[config.mk]
export PLATFORM = sky130hd
export DESIGN_NAME = dcache_l2_bridge
export DESIGN_NICKNAME = d
export VERILOG_FILES = /design/src/rtl/xentry_pkg.sv /design/src/rtl/xentry_watchdog_counter.sv /design/src/rtl/dcache_l2_bridge.sv
export SDC_FILE = /design/constraint.sdc
export NUM_CORES = 1
export LEC_CHECK = 0
export ABC_AREA = 1
export CAP_MARGIN = 20
export CELL_PAD_IN_SITES_DETAIL_PLACEMENT = 0
export CELL_PAD_IN_SITES_GLOBAL_PLACEMENT = 1
export CORE_AREA = 2 2 121 123
export DETAILED_ROUTE_END_ITERATION = 10
export DIE_AREA = 0 0 123 125
export PLACE_DENSITY_LB_ADDON = 0.25
export SETUP_SLACK_MARGIN = 0.02
export SLEW_MARGIN = 25
export SYNTH_ARGS = -nofsm -noshare
export SYNTH_HDL_FRONTEND = slang
export SYNTH_SLANG_ARGS = --single-unit
[constraint.sdc]
create_clock -name clk -period 1.65 [get_ports clk]
set_input_delay 0.2475 -clock clk [delete_from_list [all_inputs] [get_ports clk]]
set_output_delay 0.2475 -clock clk [all_outputs]
set_load 0.03 [all_outputs]
[src/rtl/xentry_pkg.sv]
// rtl/xentry_pkg.sv - shared cache-side enums: memory operation codes and L2 bridge FSM states
package xentry_pkg;

  typedef enum logic [1:0] {
    NONE  = 2'd0,
    LOAD  = 2'd1,
    STORE = 2'd2,
    FLUSH = 2'd3
  } memory_operation_e;

  typedef enum logic [1:0] {
    ST_IDLE  = 2'd0,
    ST_ISSUE = 2'd1,
    ST_WAIT  = 2'd2,
    ST_DONE  = 2'd3
  } l2_bridge_state_e;

endpackage

[src/rtl/xentry_watchdog_counter.sv]
// rtl/xentry_watchdog_counter.sv - cycle watchdog; expired pulses on the LIMIT-th enabled cycle after clear
module xentry_watchdog_counter #(
  parameter int unsigned LIMIT = 64
) (
  input  logic clk,
  input  logic reset,
  input  logic clear,
  input  logic enable,
  output logic expired
);

  localparam int unsigned CNT_W = $clog2(LIMIT);

  logic [CNT_W-1:0] count;

  always_ff @(posedge clk) begin
    if (reset || clear) begin
      count <= '0;
    end else if (enable && !expired) begin
      count <= count + 1'b1;
    end
  end

  assign expired = enable && (count == CNT_W'(LIMIT - 1));

endmodule

[src/rtl/dcache_l2_bridge.sv]
// rtl/dcache_l2_bridge.sv - word-serial bridge from dcache L2 requests to a valid/ready memory port
// Optional response watchdog enabled by defining L2_BRIDGE_TIMEOUT_EN.
module dcache_l2_bridge
  import xentry_pkg::*;
#(
  parameter int unsigned ADDR_W         = 32,
  parameter int unsigned WORD_W         = 32,
  parameter int unsigned TIMEOUT_CYCLES = 64
) (
  input  logic              clk,
  input  logic              reset,
  input  logic              l2_req_valid,
  input  memory_operation_e l2_req_type,
  input  logic [ADDR_W-1:0] l2_req_address,
  input  logic [WORD_W-1:0] l2_req_store_word,
  output logic              l2_fetched_word_valid,
  output logic [WORD_W-1:0] l2_fetched_word,
  output logic              mem_req_valid,
  input  logic              mem_req_ready,
  output logic              mem_req_we,
  output logic [ADDR_W-1:0] mem_req_addr,
  output logic [WORD_W-1:0] mem_req_wdata,
  input  logic              mem_rsp_valid,
  input  logic [WORD_W-1:0] mem_rsp_rdata,
  output logic              mem_timeout_error
);

  l2_bridge_state_e state;
  logic             wd_expired;

`ifdef L2_BRIDGE_TIMEOUT_EN
  logic timeout_err_q;

  xentry_watchdog_counter #(
    .LIMIT(TIMEOUT_CYCLES)
  ) u_watchdog (
    .clk    (clk),
    .reset  (reset),
    .clear  (state == ST_ISSUE && mem_req_ready),
    .enable (state == ST_WAIT),
    .expired(wd_expired)
  );

  // A response on the expiry cycle wins, so the flag only records a true no-show.
  always_ff @(posedge clk) begin
    if (reset) begin
      timeout_err_q <= 1'b0;
    end else if (state == ST_WAIT && wd_expired && !mem_rsp_valid) begin
      timeout_err_q <= 1'b1;
    end
  end

  assign mem_timeout_error = timeout_err_q;
`else
  assign wd_expired        = 1'b0;
  assign mem_timeout_error = 1'b0;
`endif

  always_ff @(posedge clk) begin
    if (reset) begin
      state           <= ST_IDLE;
      mem_req_valid   <= 1'b0;
      mem_req_we      <= 1'b0;
      mem_req_addr    <= '0;
      mem_req_wdata   <= '0;
      l2_fetched_word <= '0;
    end else begin
      case (state)
        ST_IDLE: begin
          if (l2_req_valid && (l2_req_type == LOAD || l2_req_type == STORE)) begin
            mem_req_addr  <= l2_req_address;
            mem_req_wdata <= l2_req_store_word;
            mem_req_we    <= (l2_req_type == STORE);
            mem_req_valid <= 1'b1;
            state         <= ST_ISSUE;
          end
        end
        ST_ISSUE: begin
          if (mem_req_ready) begin
            mem_req_valid <= 1'b0;
            state         <= ST_WAIT;
          end
        end
        ST_WAIT: begin
          // mem_req_we still holds the latched type, so it doubles as the load/store select.
          if (mem_rsp_valid) begin
            if (!mem_req_we) begin
              l2_fetched_word <= mem_rsp_rdata;
            end
            state <= ST_DONE;
          end else if (wd_expired) begin
            l2_fetched_word <= '0;
            state           <= ST_DONE;
          end
        end
        ST_DONE: begin
          state <= ST_IDLE;
        end
        default: begin
          state <= ST_IDLE;
        end
      endcase
    end
  end

  // Gated by the live valid so a cache that has withdrawn sees no completion.
  assign l2_fetched_word_valid = (state == ST_DONE) && l2_req_valid;

endmodule

### Word level (Yosys, flattened, before mapping)

Index checks and enable logic that the tools add are counted.

* bits in latches: 0
* bits in registers: 100
* output and inout bits: 100
* logic and storage cells: 31
* memory bits (read-only): 0
* memories kept: 0
* memory bits (writable): 0

* multiply operators: 0
* divide/modulo/power cells: 0
* bitwise gates (word level): 1
* $lt $le $gt $ge: 0
* add/subtract/negate cells: 0
* shifts and indexed selects: 0
* equal/unequal tests: 8
* reductions and logical operators: 9
* mux-type cells: 7

Operators by type and width (count)
* $reduce_and 3->1: 3
* $pmux 2 s4: 1
* $eq 2x2->1 const B: 3
* $mux 2: 3
* $ne 2x2->1 const B: 3
* $eq 2x1->1 const B: 2
* $logic_and 1x1->1: 2
* $logic_not 2->1: 1
* $mux 1: 2
* $pmux 1 s2: 1
* $reduce_and 2->1: 1
* $reduce_bool 2->1: 1
* $logic_or 1x1->1: 1
* $not 1->1: 1

### Logic depth before layout (Yosys ltp)

Gate-level depths: netlist of the first run.

* word-level depth: 5
* mapped depth: 9
* depth with buffers taken out: 9

### Worst setup path after synthesis of the first run

OpenSTA, ideal clock, no wires.

* path type: register to register
* start point: register state[0]
* end point: register mem_req_addr[10]
* setup time: 70 ps
* arrival: 1195 ps
* cell stages (with the launch flop): 8
* slack: 385 ps
* clock period less this slack: 1265 ps
* cells stage by stage: dfxtp_1 -> inv_1 -> ha_1 -> nand3_2 -> buf_6 -> buf_6 -> o21ai_1 -> a21oi_1

* longest elaborated chain between the ends: 2

RTL lines
* from (decl): RTL line dcache_l2_bridge.sv:28 `l2_bridge_state_e state;`
* from (signal assigned): RTL line dcache_l2_bridge.sv:61 `state <= ST_IDLE;`
* from (signal assigned): RTL line dcache_l2_bridge.sv:75 `state <= ST_ISSUE;`
* from (signal assigned): RTL line dcache_l2_bridge.sv:81 `state <= ST_WAIT;`
* $logic_not 2->1: RTL line dcache_l2_bridge.sv:68 `case (state)`
* $reduce_and 2->1 (no line)
* to (signal assigned): RTL line dcache_l2_bridge.sv:71 `mem_req_addr <= l2_req_address;`
* to (decl): RTL line dcache_l2_bridge.sv:21 `output logic [ADDR_W-1:0] mem_req_addr,`

No other way between the ends.
A chain may end at the register's enable or synchronous reset.

### Final worst setup path of the first run

* start point: register mem_req_addr[23]
* end point: output port mem_req_addr[23]

No word-level cell between the ends.

==> results.toml, run 1 <==
[logic_synthesis]
synth_compound_area_share_pct = 21.81
netlist_area_um2 = 3741
syn_nets = 572
synth_mux_area_share_pct = 0
ys_seq_elements = 100
synth_xor_area_share_pct = 0
synth_top_family_by_area = "compound AO/OA/AOI/OAI gates"
syn_inst = 464
yosysTopAreaCell = "dfxtp_1"
syn_avg_cell_area_um2 = 8.063
yosys_warnings = 0
synth-simple-area-share_pct = 9.097
synth-adder-area-share_pct = 1.672
ys_seq_area_share_pct = 53.51
yosysUniqueCellTypes = 17
synth_top_cell_area_share_pct = 53.51
synth_area_leaders = "dfxtp_1 54%, a21oi_1 8.8%, o21ai_0 7.9%"

[die]
die_height_um = 125
start_util_pct = 26.34
die_w_um = 123
pin_count = 203
num_rows = 44
die_area_um2 = 15380
core_um2 = 14200

[power_and_ir_drop]
irDropWorstVdd_mv = 0.5540
power_density_nw_per_um2 = 1376
leakagePower_nw = 3.377

[clock_tree]
htree_levels = 3
clk_path_buf_depth = 2
cts_tree = "yes"
cts-root-buf = "clkbuf_16"
clk_pin_slew_ps = 60
clk_latency_ps = 340
clock_sinks = 100
hold_buffers = 0
numCtsBuffers = 9

[global_routing]
grt_overflow = 0
grt_pass1_wl_um = 17340
grt_max_degree = 58
grt_pass1_vias = 3512
grt_usage_pct = 14.50
antenna_found_initial = 0

[detailed_routing]
drt_first_pass_iters = 4
first_iter_violations = 101
postRouteAntennaNets = 0
drc = 0
routed_wl_um = 11450
vias_per_cell = 4.232
wire_per_inst_um = 13.40
vias = 3618

[critical_path]
cp.arrival_ps = 1350
cp_slowest_cell = "clkdlybuf4s50_1"
cp-end-kind = "output port"
critPathLaunchType = "register"
crit_required_ps = 1400
worst-path-max-fanout = 2
cp_num_buf_inv = 1
path_cells = "clkdlybuf4s50_1"
max_stage_delay_ps = 680
critPathTopFamily = "buffers and inverters"
critPathKind = "reg -> out"

[timing]
max_freq_ghz = 0.6263
tns_ps = 0
fin_skew_ps = 6.347
hold_viol = 0
rsz0062_at_grt = "false"
setup_violations = 0
drv_slew = 0
finalCriticalPeriod_ps = 1597
fin_crit_sh_pct = 96.77

[final_layout]
n_antenna_cell = 0
layout.nets = 776
most-common-layout-cells = "118 x clkdlybuf4s50_1, 100 x dfxtp_1, 75 x inv_1, 72 x nor2_1, 65 x a21oi_1"
drive_gt1_share_pct = 6.259
final_common_cell = "clkdlybuf4s50_1"
fin_area_um2 = 6436
synthToLayoutAreaGrowth_pct = 72.04

[place]
dp_hpwl_um = 8092
gp_congestion = 0.7617
placedInstanceArea_um2 = 5953
io_buffers = 201

[outcome]
outcome = "complete, no violations"

[run]
max-cap-violations = 0

[worst_hold_path]
hold_path.class = "reg -> reg"
## per-layer routing
metal	GRT usage, %	up-vias	share of wire, %
met5	0	-	0
met4	6.952	0	2.3
met3	4.836	18	7.6
met2	23.56	119	48
met1	17.04	1602	42
li1	-	1879	-
## flip-flops by register name, indices dropped and copies added, names as in the netlist
name,flops
mem_req_we,1
l2_fetched_word,32
state,2
mem_req_valid,1
mem_req_addr,32
mem_req_wdata,32
## area by class of cell
| type | count | area [µm²] |
|---|---|---|
| multi-input cells | 256 | 1241 |
| repair buffers | 224 | 2382 |
| inverters | 77 | 289.0 |
| flip-flops and latches | 100 | 2002 |
| clock inverters | 2 | 35.03 |
| clock buffers | 12 | 256.5 |
| fillers | 1404 | 7767 |
| well taps | 184 | 230.2 |
## synthesized netlist by cell type
library cell  number
buf_4              1
ha_1               5
inv_1             76
dfxtp_1          100
buf_6             14
clkbuf_2           1
o21ai_1           38
clkbuf_1          14
nor2_1            72
conb_1             1
nand3_1            1
inv_2              1
nand2_1           12
buf_2              1
a21oi_1           66
o21ai_0           59
nand3_2            2
## power by group
part | switching (W) | total, W | internal (W)
clock | 0.000865 | 0.00211 | 0.00124
sequential | 0.000247 | 0.00316 | 0.00291
combinational | 0.00208 | 0.00359 | 0.00151
## worst paths after layout
kind         slack (ps)  cells after the start                to        startpoint
max                  50                      1  mem_req_addr[23]  mem_req_addr[23]
min                 440                      2  mem_req_addr[28]  mem_req_addr[28]
max reg2reg         180                      7   mem_req_addr[4]          state[0]
min reg2reg         440                      2  mem_req_addr[28]  mem_req_addr[28]
## cell families (layout without fill, tap and decap cells)
| family | Yosys count | after routing |
|---|---|---|
| compound gates | 163 | 163 |
| buf+inv | 108 | 315 |
| flops | 100 | 100 |
| simple gates | 87 | 87 |
| fa+ha+maj | 5 | 5 |
| other cells | 1 | 1 |
## worst reg2reg max path: stages (launching register included)
cell	delay [ps]
dfxtp_1	400
inv_1	80
ha_1	240
nand3_4	150
buf_12	140
clkbuf_16	190
o21ai_1	80
a21oi_1	120
## through the flow
| step | power [W] | utilization, % | setup WS (ps) | hold WS, ps | instances |
|---|---|---|---|---|---|
| CTS | 0.008884 | 43.68 | 20.76 | 444.3 | 851 |
| global placement | 0.006794 | 41.91 | -202.8 | 430.2 | 837 |
| finish | 0.008857 | 45.31 | 53.37 | 438.5 | 855 |
| detailed placement | 0.006837 | 41.91 | -242.3 | 434.6 | 837 |
| global route | 0.009449 | 45.31 | 17.55 | 462.1 | 855 |
| floorplan | 0.005356 | - | 385.3 | 316.6 | 464 |
## timing repair
| action | 4_1_cts | 5_1_grt |
|---|---|---|
| gates cloned | 0 | 3 |
| buffers inserted | 0 | 1 |
| setup endpoints to repair | 32 | 79 |
| gates resized for setup | 32 | 53 |
Note: power is estimated with default switching activity, not from simulation.
==> run 2, diff against run 1 <==
--- a/config.mk
+++ b/config.mk
@@ -13,7 +13,8 @@
 export DETAILED_ROUTE_END_ITERATION = 10
 export DIE_AREA = 0 0 123 125
 export PLACE_DENSITY_LB_ADDON = 0.25
-export SETUP_SLACK_MARGIN = 0.02
+export RECOVER_POWER = 100
+export SETUP_SLACK_MARGIN = 0.5
 export SLEW_MARGIN = 25
 export SYNTH_ARGS = -nofsm -noshare
 export SYNTH_HDL_FRONTEND = slang
==> results.toml, run 2 (synthesis gave the netlist of run 1 again) <==
[final_layout]
layout.nets = 793
drive_gt1_share_pct = 21.30
final_common_cell = "clkdlybuf4s50_1"
largestRegisters = "l2_fetched_word (32), mem_req_addr (32), mem_req_wdata (32)"
most-common-layout-cells = "100 x clkdlybuf4s50_1, 99 x clkbuf_1, 80 x dfxtp_1, 70 x inv_1, 65 x o21ai_0"
synthToLayoutAreaGrowth_pct = 74.78
n_antenna_cell = 0

[timing]
hold_viol = 0
max_freq_ghz = 0.6912
fin_crit_sh_pct = 87.69
tns_ps = 0
setup_violations = 0
finalCriticalPeriod_ps = 1447
rsz0062_at_grt = "true"
whs_ps = 443.1
drv_slew = 0
fin_skew_ps = 4.922

[clock_tree]
clk_latency_ps = 340
numCtsBuffers = 9
clk_pin_slew_ps = 70
clk_path_buf_depth = 2
clock_sinks = 100
cts-root-buf = "clkbuf_16"
cts_tree = "yes"
htree_levels = 3

[detailed_routing]
postRouteAntennaNets = 0
vias_per_cell = 4.339
routed_wl_um = 12790
drc = 0
vias = 3792
wire_per_inst_um = 14.63
first_iter_violations = 123
drt_first_pass_iters = 4

[worst_hold_path]
hold_end = "mem_req_wdata[22]"
hp-start = "mem_req_wdata[22]"
whs_path_depth = 2
hold_path.class = "reg -> reg"

[critical_path]
max_stage_delay_ps = 390
r2r_setup_slack_ps = 200
path_cells = "inv_4 -> ha_4 -> nand3_1 -> buf_12 -> inv_12 -> buf_12 -> buf_16 -> nor2_1 -> nor2_1"
rr_endpoint = "l2_fetched_word[22]"
crit_required_ps = 1880
critPathLaunchType = "register"
cp.arrival_ps = 1680
worst-path-max-fanout = 6
critPathKind = "reg -> reg"
cp-end-kind = "register"
r2r_cells = 9
critPathTopFamily = "buffers and inverters"
r2r-start = "state[0]"
cp_slowest_cell = "dfxtp_4"
cp_num_buf_inv = 5

[die]
core_um2 = 14200
die_height_um = 125
num_rows = 44
start_util_pct = 26.34
pin_count = 203
die_area_um2 = 15380
die_w_um = 123

[global_routing]
grt_pass1_vias = 3728
grt_max_degree = 76
grt_pass1_wl_um = 19320
grt_usage_pct = 16.12
antenna_found_initial = 0
grt_overflow = 0

[place]
io_buffers = 201
gp_congestion = 0.7381
dp_hpwl_um = 7807

[power_and_ir_drop]
irDropWorstVdd_mv = 0.6814
power_density_nw_per_um2 = 1495
leakagePower_nw = 2.488

[outcome]
outcome = "complete, no violations"

[run]
max-cap-violations = 0
[run 2: cell count changes in the layout (fill, tap and decap cells not counted), sizes merged]
cell,before,now
clkbuf,15,111
dlymetal6s2s,50,0
dlygate4sd2,32,2
buf,21,39
clkdlybuf4s50,118,100
clkinv,1,3
bufinv,1,2
[run 2: routing by layer]
layer | up-vias | part of all wire, % | GRT usage (%)
li1 | 1926 | - | -
met2 | 101 | 50 | 27.30
met3 | 16 | 6.1 | 3.604
met5 | - | 0 | 0
met4 | 0 | 2.0 | 6.684
met1 | 1749 | 42 | 19.54
[run 2: worst register-to-register path, stage by stage, from the launching register on]
cell     delay [ps]
dfxtp_4         390
inv_4            50
ha_4            150
nand3_1         140
buf_12          160
inv_12           50
buf_12          120
buf_16          140
nor2_1           80
nor2_1           40
[run 2: metrics by stage]
step                cell area (µm²)  setup WS (ps)  std cells  util (%)  power [W]
finish                         6539          203.2        874     46.04   0.009774
global route                   6539          119.4        874     46.04    0.01035
CTS                            6533          253.3        870     45.99   0.009845
detailed placement             5926         -160.7        828     41.72   0.006836
global placement               5926         -85.34        828     41.72   0.006771
floorplan                      3789          475.3        464         -   0.005437
[run 2: repair_timing]
action	in CTS	in global routing
resized for setup	612	217
setup buffers	16	3
gates cloned	10	1
setup endpoints to repair	199	174
pin swaps	20	19
hold buffers	0	0
[run 2: power breakdown]
part	switching, W	total, W	internal, W
registers	0.000336	0.00328	0.00295
clock network	0.000907	0.00227	0.00136
logic	0.00248	0.00422	0.00174
[run 2: how the worst max path moves through the flow]
stage,startpoint,slack [ps],endpoint,cells past startpoint
global placement,l2_req_type[0],-90,mem_req_wdata[13],8
detailed placement,l2_req_type[0],-160,mem_req_wdata[10],8
global route,state[0],120,l2_fetched_word[22],9
CTS,state[1],250,l2_fetched_word_valid,4
finish,state[0],200,l2_fetched_word[22],9
floorplan,state[1],480,mem_req_addr[0],7
[run 2: area by class of cell]
class	count	area, µm²
Multi-Input combinational cell	256	1569
Fill cell	1470	7665
Timing Repair Buffer	241	2083
Sequential cell	100	2032
Clock buffer	11	242.7
Tap cell	184	230.2
Inverter	77	306.5
Clock inverter	5	75.07
==> variant 1 (settings of run 1) <==
The option `L2_BRIDGE_TIMEOUT_EN` is turned on by a define.
--- a/src/rtl/dcache_l2_bridge.sv
+++ b/src/rtl/dcache_l2_bridge.sv
@@ -2,2 +2,4 @@
 // Optional response watchdog enabled by defining L2_BRIDGE_TIMEOUT_EN.
+`define L2_BRIDGE_TIMEOUT_EN
+
 module dcache_l2_bridge
Behaviour: no difference found for any inputs over 4 cycles, from zero or initial values and one cycle with reset high; that may be too few to reach the edited logic, so the function may still have changed.
==> variant 1 against run 1 <==
Worst setup slack gained 0.11 ns; cell area grew 6.5%; critical endpoint is now mem_req_addr[9]; total power shrank 9.9%; synthesized area grew 14%; wire length grew 9.7%; clock skew grew 0.0038 ns; critical path type is now input port to register; sequential cell count grew 7; sequential power shrank 3%.
==> variant 1: results (changes against run 1) <==
| Metric | Value |
|---|---|
| Synth Area in XOR/XNOR | 0.4115% (was 0%) |
| Met3 Usage GRT | 8.805% (was 4.836%) |
| Crit path arrival time | 1.77 ns (was 1.35 ns) |
| Via density | 4.594 (was 4.232) |
| Clk_skew | 0.01012 ns (was 0.006347 ns) |
| Hold crit path type | input port to register (was register to register) |
| IO Port Bufs | 202 (was 201) |
| Logic power comb | 2660 uW (was 3590 uW) |
| Routing usage on met1 | 19.24% (was 17.04%) |
| Area post-placement | 0.006510 mm2 (was 0.005953 mm2) |
| Final-stage net count | 825 (was 776) |
| Sequential share of the synthesized area | 50.32% (was 53.51%) |
| Synth Area in Compound Gates | 13.43% (was 21.81%) |
| Crit path launch | l2_req_type[0] (was mem_req_addr[23]) |
| # fillers | 1421 (was 1404) |
| Hold worst-path end | l2_fetched_word[8] (was mem_req_addr[28]) |
| Largest net degree at the start of global routing | 51 (was 58) |
| Status | finished, final reports clean (unchanged) |
| Mapped Nets | 632 (was 572) |
| Total wire length | 12560 um (was 11450 um) |
| Leak | 0.003090 uW (was 0.003377 uW) |
| Reg2reg end | l2_fetched_word[20] (was mem_req_addr[4]) |
| Synth Area in Adders | 2.058% (was 1.672%) |
| Cell depth of the worst flop-to-flop path | 8 (was 7) |
| Max FO, Critical Path | 32 (was 2) |
| Via Count | 4153 (was 3618) |
| Power in sequential cells | 3080 uW (was 3160 uW) |
| Routed wl met2 | 5660 um (was 5530 um) |
| First-pass GRT wire length | 19620 um (was 17340 um) |
| GR Util met2 | 24.76% (was 23.56%) |
| Syn avg cell area | 8.154 um2 (was 8.063 um2) |
| WL met3 | 1472 um (was 873 um) |
| Post-cts sizing count | 80 (was 32) |
| Worst Hold Launch | reset (was mem_req_addr[28]) |
| Share of cells above drive strength 1 | 10.00% (was 6.259%) |
| Slowest stage delay, CP | 0.46 ns (was 0.68 ns) |
==> variant 1: changes by cell type after synthesis, moves of 36 or more <==
cell | before | now
a21oi_1 | 66 | 102
o21ai_0 | 59 | 2
o21ai_1 | 38 | 0
inv_1 | 76 | 14
nand2_1 | 12 | 152
nor2_1 | 72 | 7
==> variant 1: cell type report <==
cell class                      instances  area share [%]
Clock buffer                           11           3.688
Tap cell                              184           3.360
Multi-Input combinational cell        357           27.06
Timing Repair Buffer                  222           32.79
Clock inverter                          5          0.8581
Sequential cell                       107           31.26
Inverter                               18          0.9859
==> variant 1: metrics by stage <==
stage          setup WS (ns)  TNS (ns)  hold WS, ns
4_1_cts              0.02058         0       0.2317
2_1_floorplan         0.2866         0       0.3904
5_1_grt              0.02296         0       0.2434
3_5_place_dp         -0.1953    -11.76       0.4559
6_report              0.1634         0       0.2440
3_3_place_gp         -0.1453    -9.335       0.4467
==> variant 2 (config.mk and constraints of run 1) <==
Without the edit above. The 4 states of `l2_bridge_state_e` get a one-hot encoding in 4 bits.
--- a/src/rtl/xentry_pkg.sv
+++ b/src/rtl/xentry_pkg.sv
@@ -10,7 +10,7 @@
 
-  typedef enum logic [1:0] {
-    ST_IDLE  = 2'd0,
-    ST_ISSUE = 2'd1,
-    ST_WAIT  = 2'd2,
-    ST_DONE  = 2'd3
+  typedef enum logic [3:0] {
+    ST_IDLE  = 4'b0001,
+    ST_ISSUE = 4'b0010,
+    ST_WAIT  = 4'b0100,
+    ST_DONE  = 4'b1000
   } l2_bridge_state_e;
Behaviour: no difference found for any inputs over 4 cycles, from zero or initial values and one cycle with reset high; so few cycles prove little.
==> variant 2 against run 1 <==
Sequential share of layout area is 0.22 points lower; worst setup slack better by 0.00095 ns; sequential cell count is 2 higher; cell area is 2.7% higher; synthesized cell count is 0.43% higher; non-clock buffer count is 1 higher; wire length is 4.2% higher; global-route usage is 0.089 points lower; synthesized area is 1.8% higher; register-to-register slack better by 0.03 ns; cell count is 0.23% lower.
Power is not compared: it rests on default switching activity, and its combinational part moved more than twofold at a synthesized area within 25%.
==> variant 2: results (changes against run 1) <==
| Metric | Value |
|---|---|
| Vias in the first global route | 3696 (was 3512) |
| Synth Area in Adders | 0.3285% (was 1.672%) |
| Root Driver | clkbuf_16 (unchanged) |
| CTS H-tree lvls | 3 (unchanged) |
| Crit path capture | mem_req_addr[17] (was mem_req_addr[23]) |
| Slowest cell on crit path | clkdlybuf4s50_1 (unchanged) |
| Hold crit path type | register to register (unchanged) |
| Synth top cells by count | dfxtp_1, a21oi_1, inv_1 (was dfxtp_1, inv_1, nor2_1) |
| Mapped Nets | 570 (was 572) |
| Post-synth EDFFs | 0 (unchanged) |
| Via density | 4.442 (was 4.232) |
| Sequential share of the synthesized area | 53.61% (was 53.51%) |
| Routing usage on met1 | 15.84% (was 17.04%) |
| Yosys warns | 0 (unchanged) |
| Largest regs | l2_fetched_word: 32 flops, mem_req_addr: 32 flops, mem_req_wdata: 32 flops (unchanged) |
| Worst hold path depth | 2 (unchanged) |
| Crit path launch | mem_req_addr[17] (was mem_req_addr[23]) |
| Synth Area in Compound Gates | 21.94% (was 21.81%) |
| Max Root-Sink Buffers | 2 (unchanged) |
| Synth async-reset ratio | 0% (unchanged) |
| Clock buffer count from CTS | 9 (unchanged) |
| Status | finished, final reports clean (unchanged) |
| VDD IR-drop max | 732.9 uV |
| # fillers | 1400 (was 1404) |
| WL met3 | 1407 um (was 873 um) |
| Yosys cell types | 25 (was 17) |
| Routed wl met2 | 5576 um (was 5530 um) |
| Antenna violations before repair | 0 (unchanged) |
| Post-DP HPWL | 7650 um (was 8092 um) |
| GR Util met2 | 23.27% (was 23.56%) |
| Worst slack, placed | -0.3212 ns (was -0.2423 ns) |
| Clock-pin slew on the worst setup and hold paths | 0.07 ns |
| R2R Setup Slk | 0.21 ns (was 0.18 ns) |
| First-pass GRT wire length | 17540 um (was 17340 um) |
| M1 wire length | 4763 um (was 4787 um) |
| Final-stage net count | 771 (was 776) |
| Reg2reg end | mem_req_addr[5] (was mem_req_addr[4]) |
| Clk_skew | 0.009019 ns (was 0.006347 ns) |
| Drt initial violations | 132 (was 101) |
| Kind of cell adding the most delay to the critical path | buffers and inverters (unchanged) |
| Met3 Usage GRT | 7.892% (was 4.836%) |
| GRT Total Usage | 14.41% (was 14.50%) |
| Iteration count of the initial detailed-routing pass | 6 (was 4) |
| Share of cells above drive strength 1 | 8.670% (was 6.259%) |
| Antenna cells | 0 (unchanged) |
| Worst Hold Launch | mem_req_wdata[2] (was mem_req_addr[28]) |
| Worst R2R Start | state[0] (unchanged) |
| Post-cts sizing count | 35 (was 32) |
| Hold worst-path end | mem_req_wdata[2] (was mem_req_addr[28]) |
| RD Place Congestion | 0.7240 (was 0.7617) |
| Largest net degree at the start of global routing | 67 (was 58) |
| Hold_ws | 0.4392 ns (was 0.4385 ns) |
| Top layer in use | met4 (unchanged) |
| Top cells by area, synth | dfxtp_1, a21oi_1, o21ai_0 (unchanged) |
| Synth Area in XOR/XNOR | 0% (unchanged) |
| Routed WL per cell | 14.00 um (was 13.40 um) |
| Leak | 0.003523 uW |
[variant 2: power by group through the flow]
stage	Clock, uW	Combinational [uW]	Sequential (uW)
finish	2070	1420	2710
global route	2250	1530	2730
CTS	2150	1310	2720
detailed placement	0	1360	2770
global placement	0	1340	2770
floorplan	0	349	3090
[variant 2: metrics by stage]
step	setup TNS (ns)	total power (uW)	area, um2	std cells	utilization [%]
2_1_floorplan	0	3437	3809	466	-
3_3_place_gp	-15.11	4112	6017	831	42.36
3_5_place_dp	-17.50	4131	6017	831	42.36
4_1_cts	0	6179	6251	844	44.01
5_1_grt	0	6511	6613	853	46.56
6_report	0	6206	6613	853	46.56
[variant 2: area by class of cell]
class / count / area share, %
Multi-Input combinational cell: 255 / 20.09
Inverter: 74 / 4.201
Timing Repair Buffer: 225 / 37.14
Clock buffer: 11 / 3.671
Clock inverter: 2 / 0.5298
Sequential cell: 102 / 30.88
Tap cell: 184 / 3.482
